$ cat src/rtl/otfs_pkg.sv
// Shared OTFS receive-path constants: 4QAM symbol geometry, symbol-index
// encoding and the byte-FIFO entry layout.
package otfs_pkg;

  localparam int QAM_BITS      = 2;
  localparam int SYMS_PER_BYTE = 4;
  localparam int BYTE_W        = 8;

  typedef enum logic [1:0] {
    SYM_RE_NEG_IM_POS = 2'd0,
    SYM_RE_NEG_IM_NEG = 2'd1,
    SYM_RE_POS_IM_POS = 2'd2,
    SYM_RE_POS_IM_NEG = 2'd3
  } qam4_sym_e;

  typedef struct packed {
    logic              last;
    logic [BYTE_W-1:0] data;
  } byte_entry_t;

  // Newest symbol always enters at the LSBs so the first symbol ends up at [7:6].
  function automatic logic [BYTE_W-1:0] pack_sym(
    input logic [BYTE_W-QAM_BITS-1:0] partial,
    input qam4_sym_e                  sym
  );
    return {partial, sym};
  endfunction

endpackage

$ cat src/rtl/sync_fifo_fwft.sv
// First-word-fall-through synchronous FIFO: the head entry is visible on
// head_data whenever empty is low. DEPTH must be a power of two.
module sync_fifo_fwft #(
  parameter int WIDTH   = 9,
  parameter int DEPTH   = 16,
  parameter int LEVEL_W = 5
) (
  input  logic               Clk,
  input  logic               RstN,
  input  logic               push,
  input  logic [WIDTH-1:0]   push_data,
  input  logic               pop,
  output logic [WIDTH-1:0]   head_data,
  output logic               empty,
  output logic               full,
  output logic [LEVEL_W-1:0] level
);

  localparam int AW = (DEPTH > 1) ? $clog2(DEPTH) : 1;

  logic [WIDTH-1:0]   mem_r [DEPTH];
  logic [AW-1:0]      wr_ptr_r;
  logic [AW-1:0]      rd_ptr_r;
  logic [LEVEL_W-1:0] level_r;
  logic               empty_s;
  logic               full_s;
  logic               do_push_s;
  logic               do_pop_s;

  // Status flags and qualified push/pop; a push into a full FIFO is
  // accepted only when a pop frees the slot at the same edge.
  always_comb begin
    empty_s   = (level_r == {LEVEL_W{1'b0}});
    full_s    = (level_r == LEVEL_W'(DEPTH));
    do_pop_s  = 1'b0;
    do_push_s = 1'b0;
    if (pop && !empty_s) begin
      do_pop_s = 1'b1;
    end else begin
      do_pop_s = 1'b0;
    end
    if (push && (!full_s || do_pop_s)) begin
      do_push_s = 1'b1;
    end else begin
      do_push_s = 1'b0;
    end
  end

  // Storage, pointers and occupancy.
  always_ff @(posedge Clk) begin
    if (!RstN) begin
      for (int i = 0; i < DEPTH; i++) begin
        mem_r[i] <= {WIDTH{1'b0}};
      end
      wr_ptr_r <= {AW{1'b0}};
      rd_ptr_r <= {AW{1'b0}};
      level_r  <= {LEVEL_W{1'b0}};
    end else begin
      if (do_push_s) begin
        mem_r[wr_ptr_r] <= push_data;
        wr_ptr_r        <= wr_ptr_r + AW'(1);
      end
      if (do_pop_s) begin
        rd_ptr_r <= rd_ptr_r + AW'(1);
      end
      case ({do_push_s, do_pop_s})
        2'b10:   level_r <= level_r + LEVEL_W'(1);
        2'b01:   level_r <= level_r - LEVEL_W'(1);
        default: level_r <= level_r;
      endcase
    end
  end

  assign head_data = mem_r[rd_ptr_r];
  assign empty     = empty_s;
  assign full      = full_s;
  assign level     = level_r;

endmodule

$ cat src/rtl/qam_symbol_packer_4qam.sv
// Packs 4QAM symbol indices MSB-first into bytes, tags frame-final bytes and
// buffers them in an FWFT FIFO. Optional macro PACKER_OVF_CNT_EN adds OverflowCount.
module qam_symbol_packer_4qam
  import otfs_pkg::*;
#(
  parameter int SYMS_PER_FRAME = 64,
  parameter int FIFO_DEPTH     = 16,
  parameter int LEVEL_W        = 5
) (
  input  logic               Clk,
  input  logic               RstN,
  input  logic               QAMDemodDataValid,
  input  logic [4:0]         QAMDemodData,
  output logic               ByteValid,
  input  logic               ByteReady,
  output logic [7:0]         ByteData,
  output logic               ByteLast,
  output logic [LEVEL_W-1:0] FifoLevel,
  output logic               Overflow
`ifdef PACKER_OVF_CNT_EN
  ,
  output logic [15:0]        OverflowCount
`endif
);

  localparam int                 FRAME_W      = $clog2(SYMS_PER_FRAME);
  localparam int                 PART_W       = BYTE_W - QAM_BITS;
  localparam logic [FRAME_W-1:0] FRAME_LAST   = FRAME_W'(SYMS_PER_FRAME - 1);
  localparam logic [1:0]         SYM_CNT_LAST = 2'(SYMS_PER_BYTE - 1);

  logic [1:0]         sym_cnt_r;
  logic [FRAME_W-1:0] frame_cnt_r;
  logic [PART_W-1:0]  shift_r;
  logic               overflow_r;

  qam4_sym_e          sym_s;
  logic               byte_done_s;
  logic               pop_s;
  logic               drop_s;
  byte_entry_t        push_entry_s;
  byte_entry_t        head_entry_s;
  logic               fifo_empty_s;
  logic               fifo_full_s;
  logic [LEVEL_W-1:0] fifo_level_s;

  // Byte completion, FIFO handshake and drop detection.
  always_comb begin
    sym_s             = qam4_sym_e'(QAMDemodData[1:0]);
    push_entry_s.data = pack_sym(shift_r, sym_s);
    push_entry_s.last = (frame_cnt_r == FRAME_LAST);
    pop_s             = !fifo_empty_s && ByteReady;
    if (QAMDemodDataValid && (sym_cnt_r == SYM_CNT_LAST)) begin
      byte_done_s = 1'b1;
    end else begin
      byte_done_s = 1'b0;
    end
    if (byte_done_s && fifo_full_s && !pop_s) begin
      drop_s = 1'b1;
    end else begin
      drop_s = 1'b0;
    end
  end

  // Partial-byte shifter and symbol/frame counters; they advance even when
  // the completed byte is dropped so frame alignment survives an overflow.
  always_ff @(posedge Clk) begin
    if (!RstN) begin
      shift_r     <= {PART_W{1'b0}};
      sym_cnt_r   <= 2'd0;
      frame_cnt_r <= {FRAME_W{1'b0}};
    end else if (QAMDemodDataValid) begin
      if (sym_cnt_r == SYM_CNT_LAST) begin
        shift_r   <= {PART_W{1'b0}};
        sym_cnt_r <= 2'd0;
      end else begin
        shift_r   <= {shift_r[PART_W-QAM_BITS-1:0], sym_s};
        sym_cnt_r <= sym_cnt_r + 2'd1;
      end
      if (frame_cnt_r == FRAME_LAST) begin
        frame_cnt_r <= {FRAME_W{1'b0}};
      end else begin
        frame_cnt_r <= frame_cnt_r + FRAME_W'(1);
      end
    end
  end

  // Sticky overflow flag, cleared only by reset.
  always_ff @(posedge Clk) begin
    if (!RstN) begin
      overflow_r <= 1'b0;
    end else if (drop_s) begin
      overflow_r <= 1'b1;
    end
  end

`ifdef PACKER_OVF_CNT_EN
  logic [15:0] ovf_cnt_r;

  // Saturating dropped-byte counter.
  always_ff @(posedge Clk) begin
    if (!RstN) begin
      ovf_cnt_r <= 16'd0;
    end else if (drop_s && (ovf_cnt_r != 16'hFFFF)) begin
      ovf_cnt_r <= ovf_cnt_r + 16'd1;
    end
  end

  assign OverflowCount = ovf_cnt_r;
`endif

  sync_fifo_fwft #(
    .WIDTH   ($bits(byte_entry_t)),
    .DEPTH   (FIFO_DEPTH),
    .LEVEL_W (LEVEL_W)
  ) u_fifo (
    .Clk       (Clk),
    .RstN      (RstN),
    .push      (byte_done_s),
    .push_data (push_entry_s),
    .pop       (pop_s),
    .head_data (head_entry_s),
    .empty     (fifo_empty_s),
    .full      (fifo_full_s),
    .level     (fifo_level_s)
  );

  assign ByteValid = !fifo_empty_s;
  assign ByteData  = head_entry_s.data;
  assign ByteLast  = head_entry_s.last;
  assign FifoLevel = fifo_level_s;
  assign Overflow  = overflow_r;

endmodule

$ cat config.mk
export PLATFORM = sky130hd
export DESIGN_NAME = qam_symbol_packer_4qam
export DESIGN_NICKNAME = d
export VERILOG_FILES = /design/src/rtl/otfs_pkg.sv /design/src/rtl/sync_fifo_fwft.sv /design/src/rtl/qam_symbol_packer_4qam.sv
export SDC_FILE = /design/constraint.sdc
export NUM_CORES = 1
export LEC_CHECK = 0
export CORE_MARGIN = 10
export CORE_UTILIZATION = 40
export DETAILED_ROUTE_END_ITERATION = 6
export HOLD_SLACK_MARGIN = 0.05
export SLEW_MARGIN = 40
export SYNTH_ARGS = -nofsm -noshare
export SYNTH_HDL_FRONTEND = slang
export SYNTH_SLANG_ARGS = --single-unit
$ cat constraint.sdc
create_clock -name Clk -period 6.7 [get_ports Clk]
set_clock_uncertainty 0.1 [all_clocks]
set_input_delay 0.67 -clock Clk [delete_from_list [all_inputs] [get_ports Clk]]
set_output_delay 0.67 -clock Clk [all_outputs]
set_load 0.02 [all_outputs]
==> reports/metrics.yaml, run 1 <==
clock_power_share: 0.420
p_int_w: 0.00188
min_period_ps: 3930
min_path_type: "reg -> reg"
finalPower_w: 0.00241
grt_pass1_wl_mm: 31.3
design.die.area_sq_um: 26000
route.vias.total: 5189
hold_viol: 0
die_w_microns: 161
cts_sinks: 176
power.density_nw_per_um2: 265
dp.cells: 900
synth-edff-count: 144
drt-initial-drc-count: 437
worstReg2RegStart: "sym_cnt_r[0]$_SDFFE_PN0P_"
antenna_cells: 0
slew_headroom: 0.449
port_buffers: 21
initial_core_util: 0.408
setup_tns_ps: 0
dpl.hpwl_mm: 13.5
viasPerCell: 5.57
seq_area_frac_synth: 0.623
cts_root_buf: "clkbuf_16"
p_comb_frac: 0.067
fin_nets: 675
drc: 0
syn_nets: 652
cts_tree: "done"
crit_arrival_ps: 4200
cts_resized: 0
synth_area_leaders: "edfxtp_1 (54%), mux4_2 (10%), dfxtp_1 (8.0%), nor2_1 (7.4%), nand2_1 (2.5%)"
gp_congestion: 0.829
p_switching_w: 0.000532
setup-violations-final: 0
synth_top_cell_by_area: "edfxtp_1"
drive_gt1_frac: 0.153
ir_drop_v: 0.000198
seqPwrFrac: 0.514
rsz0062_at_grt: "false"
overflow: 0
cts.path.max_buffers: 2
hold_start: "sym_cnt_r[1]$_SDFFE_PN0P_"
wl_mm: 20.5
startpoint: "QAMDemodDataValid"
clock_latency_ps: 430
fmax_mhz: 254
cts_hold_buf: 0
grt_max_degree: 37
ys.flop_type: "edfxtp_1"
synth.cells.most_frequent: "nor2_1 (158), edfxtp_1 (144), nand2_1 (53)"
end_kind: "flip-flop"
ant_nets: 0
maxSlewViolCount: 0
rows: 51
track_usage: 0.160
syn_to_final_growth_pct: 14.4
cts_max_level: 4
synth.avg_cell_area_sq_um: 12.6
cts_buffers: 17
syn-cell-area_sq_um: 7970
grt_pass1_vias: 5297
post_cts_buffers: 0
firstDrtPassIters: 5
fp.dieH_microns: 161
fin_crit_sh: 0.587
cts.clk_slew.worst_paths_ps: 60
io_pins: 25
syn-instance-count: 632
synth.distinct_cells: 47
yosysMostFrequentCell: "nor2_1"
swShare: 0.220
post-route-cell-area_sq_um: 9110
cp.required_ps: 6970
core_sq_um: 19500
worst_hold_slack_ps: 414
antenna_found_initial: 0
cp-start-kind: "input port"
yosysTopAreaCellShare: 0.543
stdcell_count: 932
ys_async_sr_fraction: 0
critPathMaxFanout: 24
leakage_nw: 2.91
avgRoutedWirePerCell_microns: 22.0
cap_violations: 0
yosys_warnings: 0
fill_cells: 1792
worst_pin_slew_ps: 821
detailed_place.area_sq_um: 8500
path_class: "in -> reg"
status: "complete, no violations"
synth_seq_cells: 176
[layout make-up]
cell class | instances | area, sq um | area share
Clock buffer | 19 | 433 | 0.0475
Multi-Input combinational cell | 410 | 2820 | 0.309
Timing Repair Buffer | 40 | 365 | 0.0401
Inverter | 10 | 37.5 | 0.00412
Clock inverter | 12 | 160 | 0.0176
Sequential cell | 176 | 4970 | 0.545
Tap cell | 265 | 332 | 0.0364
[cells by family (layout without fill, tap and decap cells)]
| logic type | Yosys count | after routing | share of synthesized area |
|---|---|---|---|
| simple gates | 285 | 285 | 0.162 |
| flops | 176 | 176 | 0.623 |
| buf+inv | 46 | 81 | 0.0258 |
| compound gates | 62 | 62 | 0.0517 |
| mux | 43 | 43 | 0.111 |
| xor+xnor | 9 | 9 | 0.00989 |
| fa+ha+maj | 11 | 11 | 0.0173 |
[power by group through the flow]
stage                     Clock, W  Combinational [W]  Sequential (W)
after floorplan                  0           0.000101         0.00126
after global placement           0           0.000157         0.00126
after detailed placement         0           0.000160         0.00126
after CTS                  0.00103           0.000160         0.00124
after global routing       0.00106           0.000173         0.00124
final                      0.00101           0.000161         0.00124
[worst paths after layout]
check                                               endpoint  slack, ps  cells past startpoint
worst max-delay path            u_fifo.level[4]$_SDFFE_PN0P_       2770                     10
worst min-delay path               sym_cnt_r[1]$_SDFFE_PN0P_        410                      2
worst min register to register     sym_cnt_r[1]$_SDFFE_PN0P_        410                      2
worst max register to register  u_fifo.level[4]$_SDFFE_PN0P_       3440                     10
[stage by stage]
stage / utilization / setup slack [ps]
2_1_floorplan: - / 3670
6_report: 0.467 / 2770
3_3_place_gp: 0.434 / 2340
5_1_grt: 0.467 / 2460
3_5_place_dp: 0.435 / 2370
4_1_cts: 0.465 / 2800
[critical path, stage by stage]
cell,delay [ps]
clkdlybuf4s50_1,970
nand2_1,250
a21oi_2,460
inv_1,130
ha_1,330
ha_1,390
o21ai_0,100
or3_1,360
a2111oi_0,370
nand4b_1,160
[routing by layer]
layer  global-route usage  up-vias  wire length [microns]
met3               0.0402       43                   1710
met2                0.254      216                   9680
met1                0.205     2583                   8570
met5                    0        -                      0
met4               0.0637        0                    506
li1                     -     2347                      -
[sequential cells by signal, indices dropped and copies added, names as in the netlist, named ones only]
name	flops
shift_r	6
frame_cnt_r	6
Overflow	1
u_fifo.level	5
u_fifo.rd_ptr_r	4
u_fifo.wr_ptr_r	4
sym_cnt_r	2
u_fifo.mem_r	144
[cell usage in the layout (no fill, tap or decap), types with 3 or more instances in the layout]
cell type	n
xor2_1	7
a21oi_1	9
edfxtp_1	144
clkdlybuf4s50_1	21
a22oi_1	18
clkbuf_16	17
bufinv_16	3
mux2i_1	7
nand4_1	9
nand4b_1	3
nand3_1	10
nor2_1	157
o21a_1	4
inv_1	9
mux4_2	36
nor2b_1	5
nand3b_1	9
buf_4	18
and2_1	10
dfxtp_1	31
o21ai_0	5
nor3_1	4
o21ai_1	12
nand2b_1	10
nand2_1	51
ha_1	11
nand2_2	4
Note: power is estimated with default switching activity, not from simulation.
==> inputs of run 2 (changes only) <==
- clock period: 6.7 -> 3.95 ns (I/O delays scaled with it)
==> reports/metrics.yaml, run 2 (synthesized netlist as in run 1, its figures left out) <==
status: "complete, no violations"  # unchanged
avgRoutedWirePerCell_microns: 21.8  # was 22.0 microns
dpl.hpwl_mm: 13.5  # about the same
crit_arrival_ps: 2870  # was 4200 ps
syn_to_final_growth_pct: 15.8  # was 14.4%
port_buffers: 21  # unchanged
antenna_found_initial: 0  # unchanged
worst_pin_slew_ps: 753  # was 821 ps
rsz0062_at_grt: "false"  # unchanged
seqCellArea_sq_um: 4970  # unchanged
layout_commonest_cell: "nor2_1"  # unchanged
post-route-cell-area_sq_um: 9220  # was 9110 sq um
reg2reg_depth: 10  # unchanged
io_pins: 25  # unchanged
route.vias.total: 5293  # was 5189
cts_root_buf: "clkbuf_16"  # unchanged
drt-initial-drc-count: 436  # was 437
wl_mm: 20.7  # was 20.5 mm
core_sq_um: 19500  # unchanged
viasPerCell: 5.58  # was 5.57
path_class: "reg -> out"  # was in -> reg
cp-start-kind: "flip-flop"  # was input port
cts_hold_buf: 0  # unchanged
rows: 51  # unchanged
drive_gt1_frac: 0.170  # was 0.153
cts.path.max_buffers: 2  # unchanged
hold_viol: 0  # unchanged
cap_violations: 0  # unchanged
grt_pass1_vias: 5291  # was 5297
reg_top3: "u_fifo.mem_r (144), frame_cnt_r (6), shift_r (6)"  # unchanged
track_usage: 0.160  # about the same
fmax_mhz: 298
min_period_ps: 3360
cts_sinks: 176  # unchanged
hold_depth: 2  # unchanged
post_cts_buffers: 0  # unchanged
detailed_place.area_sq_um: 8620  # was 8500 sq um
design.die.area_sq_um: 26000  # unchanged
multi_input_area_sq_um: 2800  # was 2820 sq um
ir_drop_v: 0.000320  # was 0.000198 V
power.density_nw_per_um2: 446  # was 265 nW/um^2
cts_tree: "done"  # unchanged
grt_pass1_wl_mm: 31.2  # was 31.3 mm
fin_crit_sh: 0.851
clock_latency_ps: 440  # was 430 ps
cp.required_ps: 3450  # was 6970 ps
firstDrtPassIters: 5  # unchanged
cts.clk_slew.worst_paths_ps: 70  # was 60 ps
fill_cells: 1755  # was 1792
end_kind: "output port"  # was flip-flop
setup_tns_ps: 0  # unchanged
worst_hold_slack_ps: 412  # was 414 ps
die_w_microns: 161  # unchanged
gp_congestion: 0.808  # was 0.829
fp.dieH_microns: 161  # unchanged
cts_buffers: 17  # unchanged
grt_max_degree: 37  # unchanged
cts_resized: 0  # unchanged
antenna_cells: 0  # unchanged
initial_core_util: 0.408  # unchanged
critPathMaxFanout: 24  # unchanged
fin_nets: 691  # was 675
ant_nets: 0  # unchanged
largest_register_ffs: 144  # unchanged
setup-violations-final: 0  # unchanged
leakage_nw: 3.00  # was 2.91 nW
final_cell_mix: "nor2_1 (158), edfxtp_1 (144), nand2_1 (51), mux4_2 (36), buf_4 (34)"  # was nor2_1 (157), edfxtp_1 (144), nand2_1 (51), mux4_2 (36), dfxtp_1 (31)
drc: 0  # unchanged
fin_util: 0.472  # was 0.467
min_path_type: "reg -> reg"  # unchanged
slew_headroom: 0.498  # was 0.449
regMostFlops: "u_fifo.mem_r"  # unchanged
maxSlewViolCount: 0  # unchanged
cts_max_level: 4  # unchanged
overflow: 0  # unchanged
finalPower_w: 0.00411  # was 0.00241 W
run 2: worst max-delay path, cell delays in order (launching register included):
cell,delay [ps]
dfxtp_2,670
buf_12,300
mux4_2,530
a22oi_1,240
nand2_1,100
clkdlybuf4s50_1,550
run 2: worst paths after layout:
kind / slack [ps] / from / to
setup / recovery: 590 / flip-flop / ByteData[2]
hold / removal: 410 / Overflow$_SDFFE_PN0P_ / Overflow$_SDFFE_PN0P_
setup reg to reg: 840 / u_fifo.level[1]$_SDFFE_PN0P_ / u_fifo.level[4]$_SDFFE_PN0P_
hold reg to reg: 410 / Overflow$_SDFFE_PN0P_ / Overflow$_SDFFE_PN0P_
run 2: routing by layer:
metal	global-route usage	wire length, microns
met2	0.251	9810
met5	0	0
met4	0.0720	580
met3	0.0409	1770
met1	0.206	8570
run 2: final cells by class:
cell class	count	area share
multi-input combinational	410	0.304
inverter	10	0.00407
timing repair buffer	56	0.0526
tap	265	0.0359
clock inverter	14	0.0186
clock buffer	18	0.0465
sequential	176	0.538
run 2: per-stage QoR:
step,cells,worst slack (ps)
floorplan,632,917
global placement,917,717
detailed placement,917,646
CTS,949,522
global route,949,407
finish,949,589
run 2: where the power goes:
group	switching, W	total [W]	internal [W]
registers	0.0000371	0.00211	0.00207
logic	0.000147	0.000272	0.000125
clock network	0.000776	0.00173	0.000959
==> inputs of run 3 (changes only) <==
--- a/config.mk
+++ b/config.mk
@@ -10,4 +10,5 @@
 export DETAILED_ROUTE_END_ITERATION = 6
 export HOLD_SLACK_MARGIN = 0.05
+export REMOVE_ABC_BUFFERS = 1
 export SLEW_MARGIN = 40
 export SYNTH_ARGS = -nofsm -noshare
==> constraint.sdc (replaced) <==
create_clock -name Clk -period 3.95 [get_ports Clk]
set_clock_uncertainty 0.1 [all_clocks]
set_input_delay 0.5925 -clock Clk [delete_from_list [all_inputs] [get_ports Clk]]
set_output_delay 0.5925 -clock Clk [all_outputs]
set_load 0.02 [all_outputs]
==> reports/metrics.yaml, run 3 (synthesized netlist as in run 1, its figures left out) <==
worst_hold_slack_ps: 406  # was 412 ps
wl_mm: 18.4  # was 20.7 mm
fmax_mhz: 303  # was 298 MHz
worst_pin_slew_ps: 759  # was 753 ps
antenna_cells: 0  # unchanged
p_comb_frac: 0.063  # was 0.066
dpl.hpwl_mm: 13.0  # was 13.5 mm
leakage_nw: 2.93  # was 3.00 nW
reg_top3: "u_fifo.mem_r (144), frame_cnt_r (6), shift_r (6)"  # unchanged
fin_crit_sh: 0.835  # was 0.851
cts_max_level: 4  # unchanged
design.die.area_sq_um: 26000  # unchanged
reg2reg_depth: 9  # was 10
seqPwrFrac: 0.513  # was 0.512
rsz0062_at_grt: "false"  # unchanged
fill_cells: 1752  # was 1755
p_int_w: 0.00320  # was 0.00315 W
overflow: 0  # unchanged
dp.cells: 904  # was 917
cp-start-kind: "flip-flop"  # unchanged
initial_core_util: 0.408  # unchanged
drt-initial-drc-count: 423  # was 436
fin_util: 0.468  # was 0.472
port_buffers: 21  # unchanged
die_w_microns: 161  # unchanged
min_path_type: "reg -> reg"  # unchanged
grt_pass1_wl_mm: 28.9  # was 31.2 mm
critPathMaxFanout: 36  # was 24
syn_to_final_growth_pct: 14.6  # was 15.8%
cts_sinks: 176  # unchanged
cap_violations: 0  # unchanged
hold_viol: 0  # unchanged
track_usage: 0.145  # was 0.160
rows: 51  # unchanged
cts_buffers: 17  # unchanged
slowest_delay_ps: 540  # was 670 ps
ir_drop_v: 0.000333  # was 0.000320 V
power.density_nw_per_um2: 448  # was 446 nW/um^2
avgRoutedWirePerCell_microns: 19.7  # was 21.8 microns
stdcell_count: 936  # was 949
cts_hold_buf: 0  # unchanged
cts.path.max_buffers: 2  # unchanged
crit_arrival_ps: 2610  # was 2870 ps
crit_chain: "buf_12 -> mux4_2 -> a22oi_1 -> nand2_1 -> clkdlybuf4s50_1"  # unchanged
route.vias.total: 5061  # was 5293
slew_headroom: 0.493  # was 0.498
firstDrtPassIters: 5  # unchanged
fin_nets: 678  # was 691
p_switching_w: 0.000895  # was 0.000960 W
drc: 0  # unchanged
status: "complete, no violations"  # unchanged
gp_congestion: 0.804  # was 0.808
layout_commonest_cell: "nor2_1"  # unchanged
antenna_found_initial: 0  # unchanged
grt.met2_usage: 0.234  # was 0.251
maxSlewViolCount: 0  # unchanged
grt_pass1_vias: 5086  # was 5291
clock_latency_ps: 430  # was 440 ps
slowest_stage: "mux4_2"  # was dfxtp_2
path_class: "reg -> out"  # unchanged
busiest_layer: "met2"  # unchanged
fp.dieH_microns: 161  # unchanged
grt_max_degree: 37  # unchanged
core_sq_um: 19500  # unchanged
viasPerCell: 5.41  # was 5.58
largest_register_ffs: 144  # unchanged
min_period_ps: 3300  # was 3360 ps
hold_depth: 2  # unchanged
cts_tree: "done"  # unchanged
met3_usage: 0.0356  # was 0.0409
cp.required_ps: 3260  # was 3450 ps
drive_gt1_frac: 0.151  # was 0.170
cts.clk_slew.worst_paths_ps: 70  # about the same
setup_tns_ps: 0  # unchanged
rrSetupSlack_ps: 780  # was 840 ps
cts_resized: 0  # unchanged
end_kind: "output port"  # unchanged
swShare: 0.219  # was 0.233
ant_nets: 0  # unchanged
post_cts_buffers: 0  # unchanged
finalPower_w: 0.00409  # was 0.00411 W
regMostFlops: "u_fifo.mem_r"  # unchanged
setup-violations-final: 0  # unchanged
use_met1: 0.189  # was 0.206
final_cell_mix: "nor2_1 (157), edfxtp_1 (144), nand2_1 (52), mux4_2 (36), dfxtp_1 (31)"  # was nor2_1 (158), edfxtp_1 (144), nand2_1 (51), mux4_2 (36), buf_4 (34)
cts_root_buf: "clkbuf_16"  # unchanged
clock_power_share: 0.424  # was 0.422
io_pins: 25  # unchanged
[run 3: cell types whose count changed in the layout (fill, tap and decap cells not counted), moves of 2 or more]
cell        previous run  this run
clkinv_1               0         2
clkinvlp_4             0         2
buf_4                 34        21
clkinv_4               3         1
inv_8                  4         2
[run 3: layout make-up]
| class | count | area (sq um) | area share |
|---|---|---|---|
| clock buffer | 18 | 429 | 0.0470 |
| clock inverter | 14 | 179 | 0.0196 |
| inverter | 10 | 37.5 | 0.00411 |
| multi-input combinational | 410 | 2800 | 0.307 |
| sequential | 176 | 4970 | 0.544 |
| tap | 265 | 332 | 0.0363 |
| timing repair buffer | 43 | 388 | 0.0425 |
[run 3: power by group through the flow]
stage	Clock, W	Sequential, W	Combinational [W]
after floorplan	0	0.00215	0.000149
after global placement	0	0.00214	0.000256
final	0.00174	0.00210	0.000256
after CTS	0.00176	0.00210	0.000261
after global routing	0.00184	0.00211	0.000279
after detailed placement	0	0.00214	0.000260
[run 3: per-stage QoR]
stage,setup slack [ps],cell area (sq um)
CTS,652,9130
global route,480,9130
global placement,560,8520
floorplan,665,7800
detailed placement,424,8520
finish,652,9130
[run 3: final timing paths]
kind,end,from
worst max-delay path,ByteData[2],flip-flop
worst min-delay path,sym_cnt_r[1]$_SDFFE_PN0P_,sym_cnt_r[1]$_SDFFE_PN0P_
worst max register to register,u_fifo.level[4]$_SDFFE_PN0P_,u_fifo.level[1]$_SDFFE_PN0P_
worst min register to register,sym_cnt_r[1]$_SDFFE_PN0P_,sym_cnt_r[1]$_SDFFE_PN0P_
[run 3: critical path: cells and delay by family (launching register included)]
kind                   cells  cell delay [ps]
buffers and inverters      2              830
muxes                      1              540
DFF                        1              340
AOI/OAI and AO/OA          1              330
and+or+nand+nor            1              100
[run 3: per-layer routing]
metal,share of wire,vias to the layer above
met5,0,-
met4,0.014,0
met3,0.067,25
met2,0.49,173
met1,0.43,2504
li1,-,2359
